[src/rtl/mux_bus_pkg.sv]
`default_nettype none
// +--------------------------------------------------------------------------+
// | mux_bus_pkg : state encoding and helpers for the multiplexed bus ctrl    |
// | Rev 1.0                                                                  |
// +--------------------------------------------------------------------------+
package mux_bus_pkg;

  localparam logic [2:0] ST_IDLE_ENC  = 3'd0;
  localparam logic [2:0] ST_ADDR_ENC  = 3'd1;
  localparam logic [2:0] ST_HOLD_ENC  = 3'd2;
  localparam logic [2:0] ST_DATA_ENC  = 3'd3;
  localparam logic [2:0] ST_RECOV_ENC = 3'd4;

  typedef enum logic [2:0] {
    ST_IDLE  = ST_IDLE_ENC,
    ST_ADDR  = ST_ADDR_ENC,
    ST_HOLD  = ST_HOLD_ENC,
    ST_DATA  = ST_DATA_ENC,
    ST_RECOV = ST_RECOV_ENC
  } state_t;

  function automatic int cs_idx_w(input int ncs);
    return (ncs > 1) ? $clog2(ncs) : 1;
  endfunction

endpackage
`default_nettype wire

[src/rtl/mux_bus_ctrl_if.sv]
`default_nettype none
// +--------------------------------------------------------------------------+
// | mux_bus_ctrl_if : core-side request/response handshake                   |
// | Rev 1.0                                                                  |
// +--------------------------------------------------------------------------+
interface mux_bus_ctrl_if #(
  parameter int AW = 20,
  parameter int DW = 16
) ();
  logic            req_valid;
  logic            req_ready;
  logic            req_we;
  logic [AW-1:0]   req_addr;
  logic [DW-1:0]   req_wdata;
  logic [DW/8-1:0] req_be;
  logic            rsp_valid;
  logic [DW-1:0]   rsp_rdata;

  modport master (
    output req_valid, req_we, req_addr, req_wdata, req_be,
    input  req_ready, rsp_valid, rsp_rdata
  );

  modport slave (
    input  req_valid, req_we, req_addr, req_wdata, req_be,
    output req_ready, rsp_valid, rsp_rdata
  );
endinterface
`default_nettype wire

[src/rtl/mux_bus_wait_ctr.sv]
`default_nettype none
// +--------------------------------------------------------------------------+
// | mux_bus_wait_ctr : 4-bit loadable down counter with zero flag and        |
// | external-wait qualification (MUX_BUS_EXT_WAIT_EN).  Rev 1.0              |
// +--------------------------------------------------------------------------+
module mux_bus_wait_ctr (
  input  logic       clk,
  input  logic       rst_n,
  input  logic       load,
  input  logic       dec,
  input  logic [3:0] load_val,
`ifdef MUX_BUS_EXT_WAIT_EN
  input  logic       bus_wait_n,
`endif
  output logic       zero,
  output logic       wait_ok
);

  logic [3:0] cnt;

  always_ff @(posedge clk or negedge rst_n) begin
    if (!rst_n) begin
      cnt <= 4'd0;
    end else if (load) begin
      cnt <= load_val;
    end else if (dec && (cnt != 4'd0)) begin
      cnt <= cnt - 4'd1;
    end
  end

  assign zero = (cnt == 4'd0);

`ifdef MUX_BUS_EXT_WAIT_EN
  assign wait_ok = bus_wait_n;
`else
  assign wait_ok = 1'b1;
`endif

endmodule
`default_nettype wire

[src/rtl/mux_bus_ctrl.sv]
`default_nettype none
// +--------------------------------------------------------------------------+
// | mux_bus_ctrl : ALE/OE/WE sequencer for a multiplexed address/data bus;   |
// | optional external wait via MUX_BUS_EXT_WAIT_EN.  Rev 1.0                 |
// +--------------------------------------------------------------------------+
module mux_bus_ctrl
  import mux_bus_pkg::*;
#(
  parameter int AW       = 20,
  parameter int DW       = 16,
  parameter int NCS      = 8,
  parameter int WAIT_CYC = 1
) (
  input  logic              clk,
  input  logic              rst_n,
  mux_bus_ctrl_if.slave     core,
  output logic [DW-1:0]     ad_o,
  output logic              ad_oe,
  input  logic [DW-1:0]     ad_i,
  output logic [AW-DW-1:0]  addr_hi,
  output logic              ale,
  output logic              oe_n,
  output logic              we_n,
  output logic [NCS-1:0]    cs_n,
  output logic [DW/8-1:0]   be_n
`ifdef MUX_BUS_EXT_WAIT_EN
  ,
  input  logic              bus_wait_n
`endif
);

  localparam int         CSW     = cs_idx_w(NCS);
  localparam int         BW      = DW / 8;
  localparam logic [3:0] WAIT_LD = 4'(WAIT_CYC);

  state_t           state, state_nxt;
  logic             accept, cnt_zero, wait_ok;
  logic             we_q;
  logic [AW-1:0]    addr_q;
  logic [DW-1:0]    wdata_q;
  logic [BW-1:0]    be_q;
  logic             ready_q, rsp_valid_q;
  logic [DW-1:0]    rdata_q;

  logic             n_we;
  logic [AW-1:0]    n_addr;
  logic [DW-1:0]    n_wdata;
  logic [BW-1:0]    n_be;
  logic [CSW-1:0]   cs_sel;
  logic [NCS-1:0]   cs_dec;

  logic             nx_ale, nx_ad_oe, nx_oe_n, nx_we_n, nx_rsp;
  logic [DW-1:0]    nx_ad_o;
  logic [AW-DW-1:0] nx_addr_hi;
  logic [NCS-1:0]   nx_cs_n;
  logic [BW-1:0]    nx_be_n;

  mux_bus_wait_ctr u_wait_ctr (
    .clk        (clk),
    .rst_n      (rst_n),
    .load       (state == ST_HOLD),
    .dec        (state == ST_DATA),
    .load_val   (WAIT_LD),
`ifdef MUX_BUS_EXT_WAIT_EN
    .bus_wait_n (bus_wait_n),
`endif
    .zero       (cnt_zero),
    .wait_ok    (wait_ok)
  );

  assign accept = (state == ST_IDLE) && core.req_valid;

  always_comb begin
    state_nxt = state;
    case (state)
      ST_IDLE:  if (core.req_valid) state_nxt = ST_ADDR;
      ST_ADDR:  state_nxt = ST_HOLD;
      ST_HOLD:  state_nxt = ST_DATA;
      ST_DATA:  if (cnt_zero && wait_ok) state_nxt = ST_RECOV;
      ST_RECOV: state_nxt = ST_IDLE;
      default:  state_nxt = ST_IDLE;
    endcase
  end

  // Pins are registered from the next state, so the accepting edge already
  // needs the incoming request fields rather than the (not yet loaded) copies.
  always_comb begin
    n_we    = accept ? core.req_we    : we_q;
    n_addr  = accept ? core.req_addr  : addr_q;
    n_wdata = accept ? core.req_wdata : wdata_q;
    n_be    = accept ? core.req_be    : be_q;
    cs_sel  = n_addr[AW-1 -: CSW];
    cs_dec  = ~(NCS'(1) << cs_sel);

    nx_ale     = 1'b0;
    nx_ad_oe   = 1'b0;
    nx_ad_o    = ad_o;
    nx_oe_n    = 1'b1;
    nx_we_n    = 1'b1;
    nx_cs_n    = '1;
    nx_be_n    = '1;
    nx_addr_hi = addr_hi;
    nx_rsp     = 1'b0;
    case (state_nxt)
      ST_ADDR, ST_HOLD: begin
        nx_ale     = (state_nxt == ST_ADDR);
        nx_ad_oe   = 1'b1;
        nx_ad_o    = n_addr[DW-1:0];
        nx_addr_hi = n_addr[AW-1:DW];
        nx_cs_n    = cs_dec;
        nx_be_n    = ~n_be;
      end
      ST_DATA: begin
        nx_addr_hi = n_addr[AW-1:DW];
        nx_cs_n    = cs_dec;
        nx_be_n    = ~n_be;
        if (n_we) begin
          nx_ad_oe = 1'b1;
          nx_ad_o  = n_wdata;
          nx_we_n  = 1'b0;
        end else begin
          nx_oe_n  = 1'b0;
        end
      end
      ST_RECOV: begin
        nx_rsp = 1'b1;
        if (n_we) begin
          nx_ad_oe = 1'b1;
          nx_ad_o  = n_wdata;
        end
      end
      default: ;
    endcase
  end

  always_ff @(posedge clk or negedge rst_n) begin
    if (!rst_n) begin
      state       <= ST_IDLE;
      we_q        <= 1'b0;
      addr_q      <= '0;
      wdata_q     <= '0;
      be_q        <= '0;
      ale         <= 1'b0;
      ad_oe       <= 1'b0;
      ad_o        <= '0;
      oe_n        <= 1'b1;
      we_n        <= 1'b1;
      cs_n        <= '1;
      be_n        <= '1;
      addr_hi     <= '0;
      ready_q     <= 1'b1;
      rsp_valid_q <= 1'b0;
      rdata_q     <= '0;
    end else begin
      state <= state_nxt;
      if (accept) begin
        we_q    <= core.req_we;
        addr_q  <= core.req_addr;
        wdata_q <= core.req_wdata;
        be_q    <= core.req_be;
      end
      ale         <= nx_ale;
      ad_oe       <= nx_ad_oe;
      ad_o        <= nx_ad_o;
      oe_n        <= nx_oe_n;
      we_n        <= nx_we_n;
      cs_n        <= nx_cs_n;
      be_n        <= nx_be_n;
      addr_hi     <= nx_addr_hi;
      ready_q     <= (state_nxt == ST_IDLE);
      rsp_valid_q <= nx_rsp;
      if ((state == ST_DATA) && (state_nxt == ST_RECOV) && !we_q) begin
        rdata_q <= ad_i;
      end
    end
  end

  assign core.req_ready = ready_q;
  assign core.rsp_valid = rsp_valid_q;
  assign core.rsp_rdata = rdata_q;

endmodule
`default_nettype wire

[src/flat_wrapper.sv]
// flat-port wrapper written by rule: the top's interface ports become plain ports
module mux_bus_ctrl_flat import mux_bus_pkg::*;
#(
  parameter int AW       = 20,
  parameter int DW       = 16,
  parameter int NCS      = 8,
  parameter int WAIT_CYC = 1
)
  (clk, rst_n, ad_o, ad_oe, ad_i, addr_hi, ale, oe_n, we_n, cs_n, be_n, core_req_valid, core_req_we, core_req_addr, core_req_wdata, core_req_be, core_req_ready, core_rsp_valid, core_rsp_rdata);
  mux_bus_ctrl_if #(.AW(AW), .DW(DW)) core_i ();
  input  logic clk;
  input  logic rst_n;
  output logic [DW-1:0] ad_o;
  output logic ad_oe;
  input  logic [DW-1:0] ad_i;
  output logic [AW-DW-1:0] addr_hi;
  output logic ale;
  output logic oe_n;
  output logic we_n;
  output logic [NCS-1:0] cs_n;
  output logic [DW/8-1:0] be_n;
  input wire logic [$bits(core_i.req_valid)-1:0] core_req_valid;
  input wire logic [$bits(core_i.req_we)-1:0] core_req_we;
  input wire logic [$bits(core_i.req_addr)-1:0] core_req_addr;
  input wire logic [$bits(core_i.req_wdata)-1:0] core_req_wdata;
  input wire logic [$bits(core_i.req_be)-1:0] core_req_be;
  output wire logic [$bits(core_i.req_ready)-1:0] core_req_ready;
  output wire logic [$bits(core_i.rsp_valid)-1:0] core_rsp_valid;
  output wire logic [$bits(core_i.rsp_rdata)-1:0] core_rsp_rdata;
  assign core_i.req_valid = core_req_valid;
  assign core_i.req_we = core_req_we;
  assign core_i.req_addr = core_req_addr;
  assign core_i.req_wdata = core_req_wdata;
  assign core_i.req_be = core_req_be;
  assign core_req_ready = core_i.req_ready;
  assign core_rsp_valid = core_i.rsp_valid;
  assign core_rsp_rdata = core_i.rsp_rdata;
  mux_bus_ctrl #(.AW(AW), .DW(DW), .NCS(NCS), .WAIT_CYC(WAIT_CYC)) u_core (.clk(clk), .rst_n(rst_n), .core(core_i), .ad_o(ad_o), .ad_oe(ad_oe), .ad_i(ad_i), .addr_hi(addr_hi), .ale(ale), .oe_n(oe_n), .we_n(we_n), .cs_n(cs_n), .be_n(be_n));
endmodule
[config.mk]
export PLATFORM = sky130hd
export DESIGN_NAME = mux_bus_ctrl_flat
export DESIGN_NICKNAME = d
export VERILOG_FILES = /design/src/rtl/mux_bus_pkg.sv /design/src/rtl/mux_bus_ctrl_if.sv /design/src/rtl/mux_bus_wait_ctr.sv /design/src/rtl/mux_bus_ctrl.sv /design/src/flat_wrapper.sv
export SDC_FILE = /design/constraint.sdc
export NUM_CORES = 1
export LEC_CHECK = 0
export CAP_MARGIN = 40
export CORE_MARGIN = 8
export CORE_UTILIZATION = 51
export DETAILED_ROUTE_END_ITERATION = 8
export PLACE_DENSITY_LB_ADDON = 0.3
export SETUP_SLACK_MARGIN = 0.3
export SYNTH_ARGS = -nofsm -noshare
export SYNTH_HDL_FRONTEND = slang
export SYNTH_SLANG_ARGS = --single-unit
[constraint.sdc]
create_clock -name clk -period 4.87 [get_ports clk]
set_clock_uncertainty 0.05 [all_clocks]
set_input_delay 0.974 -clock clk [delete_from_list [all_inputs] [get_ports clk]]
set_output_delay 0.974 -clock clk [all_outputs]
set_load 0.05 [all_outputs]
# Word-level counts from Yosys, hierarchy flattened
# Index checks and enable logic that the tools add are counted.
word_totals:
  input_bits: 58
  register_bits: 98
op_classes:
  n_bitwise: 2
  shifts: 1
  reduce_logical: 15
  mux: 20
  addsub: 1
  eq_ne: 8
op_table:
  columns: ["operator", "count"]
  rows:
  - ["$mux W16", 2]
  - ["$pmux W16 S2", 1]
  - ["$mux W20", 1]
  - ["$eq A3 B2 Y1 const B", 4]
  - ["$pmux W3 S4", 1]
  - ["$mux W4", 2]
  - ["$mux W8", 1]
  - ["$not A8 Y8", 1]
  - ["$shl A1 B3 Y8 const A", 1]
  - ["$mux W1", 7]
  - ["$eq A3 B1 Y1 const B", 2]
  - ["$logic_not A3 Y1", 2]
  - ["$mux W3", 2]
  - ["$logic_and A1 B1 Y1", 4]
  - ["$logic_not A4 Y1", 1]
  - ["$mux W2", 2]
  - ["$reduce_bool A2 Y1", 2]
  - ["$reduce_bool A4 Y1", 1]
  - ["$reduce_or A2 Y1", 2]
  - ["$sub A4 B1 Y4 const B", 1]
  - ["$eq A3 B3 Y1 const B", 1]
  - ["$reduce_or A3 Y1", 1]
  - ["$ne A2 B1 Y1 const B", 1]
  - ["$not A2 Y2", 1]
  - ["other kinds (3)", 3]

# Depth between registers and ports, before layout
# Gate-level depths: netlist (run 1).
depth:
  ltp_word: 7
  depth_mapped: 6
  mapped_depth_nobuf: 6

# Modules after synthesis
# A second synthesis (run 1) with hierarchy kept.
unflattened:
  hier_cells: 336
  hier_area_um2: 4295.4
modules_own_cells:
  columns: ["module", "instances", "cells_per_inst", "area_per_inst_um2"]
  rows:
  - ["mux_bus_ctrl", 1, 307, 4031.4]
  - ["mux_bus_wait_ctr", 1, 29, 264.0]

# Worst setup path after synthesis (run 1)
# No wires, ideal clock.
synth_timing:
  path_type: "input to register"
  from: "in core_req_valid"
  to: "reg u_core.cs_n[2]"
  arrival_ns: 2.065
  setup_time_ns: 0.078
  slack_ns: 2.676
  cell_stages: 5
  path_cell_list: "nor4b_4 > buf_6 > mux2i_2 > and2_4 > nand2_1"
synth_via:
  elab_chain_cells: 5
  word_cells_on_any_way: 11
synth_lines:
  columns: ["element", "line", "source"]
  rows:
  - ["from (decl)", "flat_wrapper.sv:22", "input wire logic [$bits(core_i.req_valid)-1:0] core_req_valid;"]
  - ["$mux W3 or $logic_and A1 B1 Y1 (tied branches)", "mux_bus_ctrl.sv:76, mux_bus_ctrl.sv:71", null]
  - ["$pmux W3 S4 or $mux W20 (tied branches)", null, null]
  - ["$eq A3 B2 Y1 (tied with other cells)", "mux_bus_ctrl.sv:104", "case (state_nxt)"]
  - ["$reduce_or A3 Y1 (no source line) or $not A8 Y8 (tied branches)", null, null]
  - ["$mux W8 *", "mux_bus_ctrl.sv:104", null]
  - ["named net u_core.nx_cs_n[2]", "mux_bus_ctrl.sv:55", "logic [NCS-1:0] nx_cs_n;"]
  - ["to (signal assigned)", "mux_bus_ctrl.sv:167", "cs_n <= nx_cs_n;"]
  - ["to (decl)", "mux_bus_ctrl.sv:24", "output logic [NCS-1:0] cs_n,"]
# The timed path passes the listed nets; every way through them passes the cells marked *.
# A chain may end at the register's enable or synchronous reset.

# Final worst setup path (run 1)
# Same ends and word-level chain as after synthesis.

==> flow_summary.ini, run 1 <==
[run_status]
status = completed

[routing]
vias = 2687
drt_wl_total_um = 8750
vias_per_cell = 5.30
drtAntennaViolNets = 0
wl_per_cell_um = 17.3
route.detailed.drc = 0
drtIter0Drc = 155
drtPass1Iterations = 5

[final_layout]
drive_gt1_frac = 0.242
fill_cells = 541
finalNetCount = 461
seq_area_um2 = 2470
syn2layout_area_growth_pct = 35.4
diodes = 0
multi_input_area_um2 = 1370

[setup_path]
cp.required_ps = 5100
crit_arrival_ps = 2970
setup.worst_path.start = core_req_valid
crit_type = input port to register
endpoint_kind = register
r2r-start = u_core.state[1]
start_kind = input port
cp_max_fo = 41

[clock_network]
numCtsBuffers = 9
hold_buffers = 0
clockRootBuffer = clkbuf_8
clock-sinks = 98
clk_latency_ps = 350
clock_tree.buffer_depth = 2
clk_pin_slew_ps = 90
cts_tree = yes
htree_levels = 3
cts_resized = 0
postCtsSetupRepairBufs = 0

[global_routing]
track_usage = 0.167
antenna_found_initial = 0
overflow = 0
grt_pass1_wl_um = 14900
grt_max_degree = 61
grt_pass1_vias = 3015

[synthesis]
synth_top_area_share = 0.536
yosysWarnings = 0
synthTopCellsByCount = 85 x dfrtp_1, 55 x mux2_2, 31 x nor2_1
netlist-cell-type-count = 41
synth_seq_cells = 98
ys_seq_area_frac = 0.622
syn_area_per_cell_um2 = 13.5
synthesis.instances = 293
synth_area_um2 = 3970
synthFlopType = dfrtp_1
synthArstFlopShare = 1.00
syn_nets = 353
synthTopCellsByArea = dfrtp_1 54%, mux2_2 16%, dfstp_2 8.6%, a222oi_1 4.0%, nor2_1 2.9%
synth_largest_area_cell = dfrtp_1
yosysMostFrequentCell = dfrtp_1
synth-edff-count = 0

[sta]
relSlewSlack = 0.475
fin_setup_tns_ps = 0
final_max_slew_viol_count = 0
period_share = 0.564
rsz0062_at_grt = false
setup_viol = 0
hold_viol = 0
post-route-min-period_ps = 2750
holdWs_ps = 448
worst_pin_slew_ps = 785
max_freq_mhz = 364

[die]
die-width_um = 104
coreArea_um2 = 7650
io_pins = 110
start_util = 0.519
die_h_um = 104
rows = 32
die_area_um2 = 10900

[placement]
dpl.hpwl_um = 6030
placement.io_buffers = 109
gp_congestion = 0.770

[power_and_ir_drop]
p_leak_uw = 0.00223
peakVddDrop_uv = 362
power_density_nw_per_um2 = 793
p_total_uw = 4260

[run]
cap_viol_max_count = 0

[worst_hold_path]
hold_path.class = register to register
hold_start = u_core.u_wait_ctr.cnt[0]
-- placed cells by master, fill, tap and decap left out, types with 2 or more instances in the layout --
cell | Yosys | final
nor2b_1 | 2 | 2
inv_1 | 6 | 6
clkbuf_8 | 0 | 10
dfstp_2 | 13 | 13
dfrtp_1 | 85 | 85
a211oi_1 | 3 | 3
a222oi_1 | 16 | 16
buf_4 | 2 | 4
o21ai_0 | 2 | 2
buf_16 | 0 | 2
nor3_4 | 1 | 2
mux2_2 | 55 | 55
clkdlybuf4s50_1 | 0 | 108
ha_1 | 2 | 2
bufinv_16 | 0 | 2
nand2b_1 | 3 | 3
nor2_1 | 31 | 31
nand2_1 | 12 | 12
a21oi_1 | 22 | 22
-- kinds of logic after synthesis --
logic type / share of synthesized area
muxes: 0.162
DFF: 0.622
adders and majority gates: 0.00631
buffers and inverters: 0.0341
AOI/OAI and AO/OA: 0.0905
and+or+nand+nor: 0.0848
-- critical path: stages --
cell	delay, ps
clkdlybuf4s50_1	570
nor4b_4	220
buf_4	500
mux2i_2	430
and2_4	230
nand2_1	50
-- cell type report --
class,instances,share of cell area
Sequential cell,98,0.459
Multi-Input combinational cell,172,0.255
Timing Repair Buffer,114,0.217
Clock buffer,11,0.0263
Tap cell,102,0.0238
Clock inverter,4,0.0142
Inverter,6,0.00419
-- sequential cells by signal (all words and copies together), names as in the netlist, 2 cells and up --
register	flops
u_core.ad_o	16
u_core.addr_hi	4
u_core.addr_q	20
u_core.be_n	2
u_core.be_q	2
u_core.core.rsp_rdata	16
u_core.cs_n	8
u_core.state	3
u_core.u_wait_ctr.cnt	4
u_core.wdata_q	16
-- power by group --
group          leakage, uW  total [uW]  internal, uW  switching, uW
combinational     0.000970        2220           894           1330
clock             0.000106         565           302            263
sequential         0.00116        1470          1240            227
total              0.00223        4260          2440           1820
-- per-stage QoR --
step,setup WS [ps],cell area (um2),utilization,cells
global placement,1780,5100,0.667,490
global route,1950,5370,0.703,507
detailed placement,1740,5150,0.674,492
CTS,2120,5370,0.703,507
finish,2120,5370,0.703,507
floorplan,2680,3970,-,293
-- routing by layer --
metal  track usage  vias up  wire [um]
met3        0.0520        9        614
met1         0.203     1337       3760
met5             0        -          0
met4        0.0672        0        107
li1              -     1261          -
met2         0.270       80       4270
-- worst paths after layout --
path / to / slack [ps] / cells after the start
max: u_core.cs_n[2] / 2120 / 6
min: u_core.u_wait_ctr.cnt[0] / 450 / 1
max reg2reg: u_core.cs_n[2] / 2560 / 6
min reg2reg: u_core.u_wait_ctr.cnt[0] / 450 / 1
max in group asynchronous: u_core.we_n / 3130 / 2
min in group asynchronous: u_core.addr_q[17] / 630 / 1
Power figures use the tool's default switching activity.
==> inputs of run 2 (changes only) <==
CORE_UTILIZATION = 48   (was 51)
clock period = 2.6 ns   (was 4.87 ns; I/O delays follow)
==> flow_summary.ini, run 2 (synthesis gave the netlist of run 1 again) <==
[run_status]
status = completed

[routing]
drtPass1Iterations = 5
wl_per_cell_um = 17.3
vias = 2778
route.detailed.drc = 0
drtIter0Drc = 143
drt_wl_total_um = 8980
vias_per_cell = 5.35
drtAntennaViolNets = 0

[setup_path]
slowest_stage = clkdlybuf4s50_1
endpoint_kind = output port
cp.required_ps = 2030
cp_slowest_stage_delay_ps = 790
cp_top_family = buffers and inverters
cp_max_fo = 1
crit_type = register to output port
worst-path-buf-inv = 1
r2r_slack_ps = 540
crit_chain = clkdlybuf4s50_1
crit_arrival_ps = 1680
start_kind = register

[clock_network]
clk_pin_slew_ps = 90
hold_buffers = 0
clock_tree.buffer_depth = 2
clock-sinks = 98
clk_latency_ps = 350
cts_tree = yes
postCtsSetupRepairBufs = 0
htree_levels = 3
clockRootBuffer = clkbuf_8
numCtsBuffers = 9

[final_layout]
largest-register = u_core.addr_q
final_cell_count_no_fill = 519
final_cell_mix = 107 x clkdlybuf4s50_1, 85 x dfrtp_1, 55 x mux2_2
final_cell_area_um2 = 5420
drive_gt1_frac = 0.258
finalNetCount = 470
final_common_cell = clkdlybuf4s50_1
fill_cells = 595
diodes = 0
syn2layout_area_growth_pct = 36.6
largest_register_ffs = 20

[sta]
setup_viol = 0
hold_viol = 0
worst_pin_slew_ps = 628
final_max_slew_viol_count = 0
post-route-min-period_ps = 2250
max_freq_mhz = 444
holdWs_ps = 86.2
rsz0062_at_grt = false
relSlewSlack = 0.581
period_share = 0.866
fin_setup_tns_ps = 0

[global_routing]
grt_max_degree = 42
grt_pass1_vias = 3015
overflow = 0
track_usage = 0.165
grt_pass1_wl_um = 15100
antenna_found_initial = 0

[die]
start_util = 0.488
die-width_um = 107
die_area_um2 = 11400
coreArea_um2 = 8130
die_h_um = 107
rows = 33
io_pins = 110

[power_and_ir_drop]
p_leak_uw = 0.00227
peakVddDrop_uv = 767
power_density_nw_per_um2 = 1470

[placement]
dp.cells = 504
dpl.hpwl_um = 6570
placement.io_buffers = 109
gp_congestion = 0.739
postPlaceCellArea_um2 = 5210

[run]
cap_viol_max_count = 0

[worst_hold_path]
hold_path.class = input port to asynchronous set/reset pin
run 2: final cells by class:
class,count,area [um2],share of cell area
Clock buffer,10,128,0.0235
Clock inverter,5,80.1,0.0148
Inverter,6,22.5,0.00415
Multi-Input combinational cell,172,1370,0.253
Sequential cell,98,2470,0.455
Tap cell,105,131,0.0242
Timing Repair Buffer,123,1220,0.225
run 2: per-stage QoR:
| stage | setup slack [ps] | power, uW | utilization |
|---|---|---|---|
| after CTS | 314 | 8060 | 0.666 |
| after global routing | 301 | 8440 | 0.667 |
| after detailed placement | 272 | 7000 | 0.641 |
| after floorplan | 764 | 5610 | - |
| after global placement | 347 | 6870 | 0.641 |
| final | 347 | 7960 | 0.667 |
run 2: worst paths after layout:
path | start | end | depth (start not counted)
worst min register to register | u_core.u_wait_ctr.cnt[0] | u_core.u_wait_ctr.cnt[0] | 1
worst max register to register | u_core.state[1] | u_core.core.rsp_rdata[14] | 4
worst min-delay path | rst_n | u_core.addr_q[18] | 1
min in group clk | u_core.u_wait_ctr.cnt[0] | u_core.u_wait_ctr.cnt[0] | 1
worst max-delay path | u_core.be_n[1] | be_n[1] | 1
max in group asynchronous | rst_n | u_core.u_wait_ctr.cnt[0] | 2
run 2: repair_timing:
| action | 4_1_cts | 5_1_grt |
|---|---|---|
| gates resized for setup | 0 | 1 |
| hold endpoints to repair | 0 | 0 |
| setup endpoints to repair | 0 | 1 |
run 2: per-layer routing:
| layer | up-vias | GRT usage | part of all wire |
|---|---|---|---|
| li1 | 1286 | - | - |
| met1 | 1387 | 0.206 | 0.42 |
| met2 | 94 | 0.264 | 0.49 |
| met3 | 11 | 0.0504 | 0.075 |
| met4 | 0 | 0.0623 | 0.014 |
| met5 | - | 0 | 0 |
run 2: power by group:
part / leakage [uW] / switching [uW] / internal (uW) / total, uW
combinational: 0.00102 / 2480 / 1670 / 4150
clock: 0.0000984 / 503 / 535 / 1040
sequential: 0.00116 / 441 / 2330 / 2770
==> inputs of run 3 (changes only) <==
--- a/config.mk
+++ b/config.mk
@@ -8,5 +8,6 @@
 export CAP_MARGIN = 40
 export CORE_MARGIN = 8
-export CORE_UTILIZATION = 48
+export CORE_UTILIZATION = 50
+export CTS_BUF_LIST = sky130_fd_sc_hd__clkbuf_2 sky130_fd_sc_hd__clkbuf_4 sky130_fd_sc_hd__clkbuf_8
 export DETAILED_ROUTE_END_ITERATION = 8
 export PLACE_DENSITY_LB_ADDON = 0.3
==> constraint.sdc (replaced) <==
create_clock -name clk -period 2.6 [get_ports clk]
set_clock_uncertainty 0.05 [all_clocks]
set_input_delay 0.39 -clock clk [delete_from_list [all_inputs] [get_ports clk]]
set_output_delay 0.39 -clock clk [all_outputs]
set_load 0.05 [all_outputs]
==> flow_summary.ini, run 3 (synthesis gave the netlist of run 1 again) <==
[global_routing]
antenna_found_initial = 0
overflow = 0
grt_pass1_wl_um = 14900
grt_max_degree = 58
track_usage = 0.164
grt_pass1_vias = 2983

[clock_network]
clock-sinks = 98
postCtsSetupRepairBufs = 0
clk_pin_slew_ps = 90
clockRootBuffer = clkbuf_8
numCtsBuffers = 9
hold_buffers = 0
htree_levels = 3
cts_tree = yes
clk_latency_ps = 350
cts_resized = 0
clock_tree.buffer_depth = 2

[worst_hold_path]
hold_path.class = input port to asynchronous set/reset pin

[power_and_ir_drop]
power.switching_uw = 3410
power_density_nw_per_um2 = 1470
internal_power_uw = 4570
p_comb_frac = 0.519
power_frac_clock = 0.136
p_leak_uw = 0.00227
pwr-share-seq = 0.346
switching_share = 0.427
peakVddDrop_uv = 748

[setup_path]
worst-path-buf-inv = 1
endpoint_kind = output port
crit_arrival_ps = 1670
start_kind = register
cp_slowest_stage_delay_ps = 800
crit_type = register to output port
crit_chain = clkdlybuf4s50_1
cp_top_family = buffers and inverters
cp.required_ps = 2160
slowest_stage = clkdlybuf4s50_1
cp_max_fo = 1

[sta]
fin_ws_ps = 486
post-route-min-period_ps = 2110
final_max_slew_viol_count = 0
relSlewSlack = 0.522
max_freq_mhz = 473
hold_viol = 0
fin_setup_tns_ps = 0
worst_pin_slew_ps = 716
holdWs_ps = 39.3
setup_viol = 0
period_share = 0.813
rsz0062_at_grt = false

[routing]
vias_per_cell = 5.41
drtAntennaViolNets = 0
highest_layer = met4
drtPass1Iterations = 5
wl_met2_um = 4470
route.detailed.drc = 0
wl_per_cell_um = 17.1
drtIter0Drc = 152
dr_wl_met3_um = 537
drt_wl_total_um = 8800
vias = 2781
wl_met1_um = 3680

[final_layout]
largest-register = u_core.addr_q
drive_gt1_frac = 0.257
final_common_cell = clkdlybuf4s50_1
finish.utilization = 0.700
finalNetCount = 468
largest_register_ffs = 20
diodes = 0
syn2layout_area_growth_pct = 36.4
final_cell_mix = 108 x clkdlybuf4s50_1, 85 x dfrtp_1, 55 x mux2_2

[placement]
pre_cts_ws_ps = 287
dpl.hpwl_um = 6320
placement.io_buffers = 109
gp_congestion = 0.807

[die]
rows = 32
start_util = 0.513
io_pins = 110
die_h_um = 105
die-width_um = 105
coreArea_um2 = 7730
die_area_um2 = 11000

[run]
cap_viol_max_count = 0

[run_status]
status = completed
## run 3: changes by cell type in the layout (fill, tap and decap cells not counted), sizes merged
cell           change
clkinvlp           -2
clkdlybuf4s50      +1
inv                +1
dlymetal6s2s       -1
clkbuf             +1
buf                -2
## run 3: power by group through the flow
stage | clock network, uW | logic, uW | registers [uW]
floorplan | 0 | 1580 | 4030
finish | 1080 | 4140 | 2760
global placement | 0 | 4060 | 2750
CTS | 1110 | 4190 | 2760
global route | 1170 | 4420 | 2850
detailed placement | 0 | 4170 | 2780
## run 3: path summary, 6_finish.rpt
path / from / end / slack [ps] / cells past startpoint
worst min-delay path: rst_n / u_core.addr_q[18] / 40 / 1
max in group asynchronous: rst_n / u_core.be_n[1] / 1750 / 2
worst min register to register: u_core.u_wait_ctr.cnt[0] / u_core.u_wait_ctr.cnt[0] / 450 / 1
worst max register to register: u_core.state[1] / u_core.be_n[1] / 550 / 6
min in group clk: u_core.u_wait_ctr.cnt[0] / u_core.u_wait_ctr.cnt[0] / 450 / 1
worst max-delay path: u_core.be_n[1] / be_n[1] / 490 / 1
## run 3: metal layers
metal	up-vias	track usage
met1	1408	0.203
met5	-	0
li1	1279	-
met2	86	0.269
met3	8	0.0418
met4	0	0.0652
## run 3: area by class of cell
| type | instances | area, um2 |
|---|---|---|
| inverters | 6 | 22.5 |
| fillers | 544 | 2310 |
| well taps | 102 | 128 |
| repair buffers | 121 | 1200 |
| flip-flops and latches | 98 | 2470 |
| clock buffers | 11 | 151 |
| multi-input cells | 172 | 1370 |
| clock inverters | 4 | 73.8 |
## run 3: per-stage QoR
stage / cell area (um2) / power (uW) / std cells
floorplan: 3970 / 5610 / 293
global placement: 5170 / 6800 / 498
detailed placement: 5190 / 6950 / 499
CTS: 5410 / 8060 / 514
global route: 5410 / 8440 / 514
finish: 5410 / 7980 / 514
==> patch: new RTL, settings of run 1 <==
`NCS` is set to 8 in 2 places; all go to 4.
--- a/src/rtl/mux_bus_ctrl.sv
+++ b/src/rtl/mux_bus_ctrl.sv
@@ -8,7 +8,7 @@
 #(
   parameter int AW       = 20,
   parameter int DW       = 16,
-  parameter int NCS      = 8,
+  parameter int NCS      = 4,
   parameter int WAIT_CYC = 1
 ) (
   input  logic              clk,
--- a/src/flat_wrapper.sv
+++ b/src/flat_wrapper.sv
@@ -3,7 +3,7 @@
 #(
   parameter int AW       = 20,
   parameter int DW       = 16,
-  parameter int NCS      = 8,
+  parameter int NCS      = 4,
   parameter int WAIT_CYC = 1
 )
   (clk, rst_n, ad_o, ad_oe, ad_i, addr_hi, ale, oe_n, we_n, cs_n, be_n, core_req_valid, core_req_we, core_req_addr, core_req_wdata, core_req_be, core_req_ready, core_rsp_valid, core_rsp_rdata);
Interface: changed (resized cs_n); port bits go from 110 to 106. No check against the original RTL was run, so the function may have changed too.
==> patch against run 1 <==
Sequential cell count down 4. Total power is 7.4% lower. Design area decreased by 3.8%. Routed wire length is 2.9% higher. Synthesized area fell by 2.3%. Worst setup slack got worse by 4.8 ps. Combinational power down 9.0%. Critical path depth unchanged. Critical path type unchanged.
==> patch: results (changes against run 1) <==
min-delay worst type=reg2reg (unchanged); final wirelength=9006 um (was 8751 um); slew at the pin with the worst max-slew slack=862.3 ps (was 784.6 ps); Vias per Instance=5.235 (was 5.300); count of routing violations after the opening detailed-route iteration=114 (was 155); cell with the largest stage delay on the worst path=or3_1 (was clkdlybuf4s50_1); status=finished clean (unchanged); unique cell type count in the Yosys netlist=38 (was 41); DP Worst Slack=1752 ps (was 1744 ps); I/O Buffers=105 (was 109); Critical Path AT=2930 ps (was 2970 ps); clk slew on worst S/H paths=90 ps (about the same); cell depth of the worst hold path=2 (was 1); Final Net Count=453 (was 461); destination of the worst hold path=u_core.ad_o[3] (was u_core.u_wait_ctr.cnt[0]); count of cells along the worst register-to-register path=4 (was 6); via count of the first global-routing pass=2866 (was 3015); pin count of the biggest net entering global routing=58 (was 61); combined global-route utilization of all metal layers=0.1805 (was 0.1671); Synth Net Count=348 (was 353); placed cell count=481 (was 492); weighted congestion reported at the end of routability-driven placement=0.7603 (was 0.7704); global-route wire length before repair=14710 um (was 14880 um); share of post-route cells with drive strength above 1=0.2312 (was 0.2420); DRT Pass-1 Iters=4 (was 5); internal power contribution=2.247 mW (was 2.439 mW); largest vdd supply drop=0.4020 mV (was 0.3620 mV); fill cell instance count of the final layout=539 (was 541); proportion of register bits with asynchronous set or reset after synthesis=1.000 (unchanged); setup slack of the worst register-to-register path=2410 ps (was 2560 ps); delay of the slowest cell on the worst path=670 ps (was 570 ps); leading cell types by total area after synthesis=dfrtp_1, mux2_2, dfstp_2, mux2_4, o221ai_1 (was dfrtp_1, mux2_2, dfstp_2, a222oi_1, nor2_1); Static Leakage=2.172 nW (was 2.231 nW); ranking of synthesized cells by instance count=dfrtp_1, mux2_2, nand2_1 (was dfrtp_1, mux2_2, nor2_1); post-synthesis instance total=288 (was 293); crit-path max FO=17 (was 41); detailed-route via count=2602 (was 2687)
==> patch: layout make-up <==
type                       count  share of cell area
clock inverter                 3            0.008475
sequential                    94              0.4574
clock buffer                  13             0.03075
timing repair buffer         108              0.2087
multi-input combinational    174              0.2654
tap                           99             0.02397
inverter                       6            0.005327
==> patch: worst max-delay path: cells and delay by family <==
kind            cells  cell delay, ps
simple gates        2            1050
compound gates      2             230
buf+inv             2             660
==> patch: how the worst max path moves through the flow <==
stage	slack [ps]	end	start
2_1_floorplan	2770	u_core.addr_hi[2]	core_req_valid
3_3_place_gp	1810	u_core.ad_o[3]	core_req_valid
3_5_place_dp	1750	u_core.ad_o[4]	core_req_valid
4_1_cts	2120	u_core.ad_o[4]	core_req_valid
5_1_grt	1900	u_core.ad_o[4]	core_req_valid
6_report	2120	u_core.ad_o[4]	core_req_valid
==> patch: kinds of logic after synthesis <==
| family | count (synthesis) | share of synthesized area |
|---|---|---|
| DFF | 94 | 0.6099 |
| and+or+nand+nor | 72 | 0.09558 |
| muxes | 58 | 0.1773 |
| AOI/OAI and AO/OA | 42 | 0.07459 |
| buffers and inverters | 20 | 0.03616 |
| adders and majority gates | 2 | 0.006457 |
==> patch: layer usage <==
layer,global-route usage,vias to the layer above,part of all wire
met5,0,-,0
met4,0.05673,0,0.0072
met3,0.06955,5,0.087
met2,0.2968,78,0.50
met1,0.2132,1303,0.41
li1,-,1216,-
==> patch: through the flow <==
step,hold slack (ps),power (mW),area (um2)
after floorplan,418.1,2.838,3875
after global routing,467.6,4.179,5167
after CTS,443.7,3.985,5167
final,440.2,3.945,5167
after detailed placement,424.2,3.452,4965
after global placement,412.9,3.382,4950
==> patch: power by group through the flow <==
stage	Sequential, mW	Clock (mW)	Combinational, mW
finish	1.41	0.517	2.02
global placement	1.40	0	1.98
detailed placement	1.42	0	2.03
global route	1.46	0.567	2.15
floorplan	2.02	0	0.814
CTS	1.41	0.535	2.04
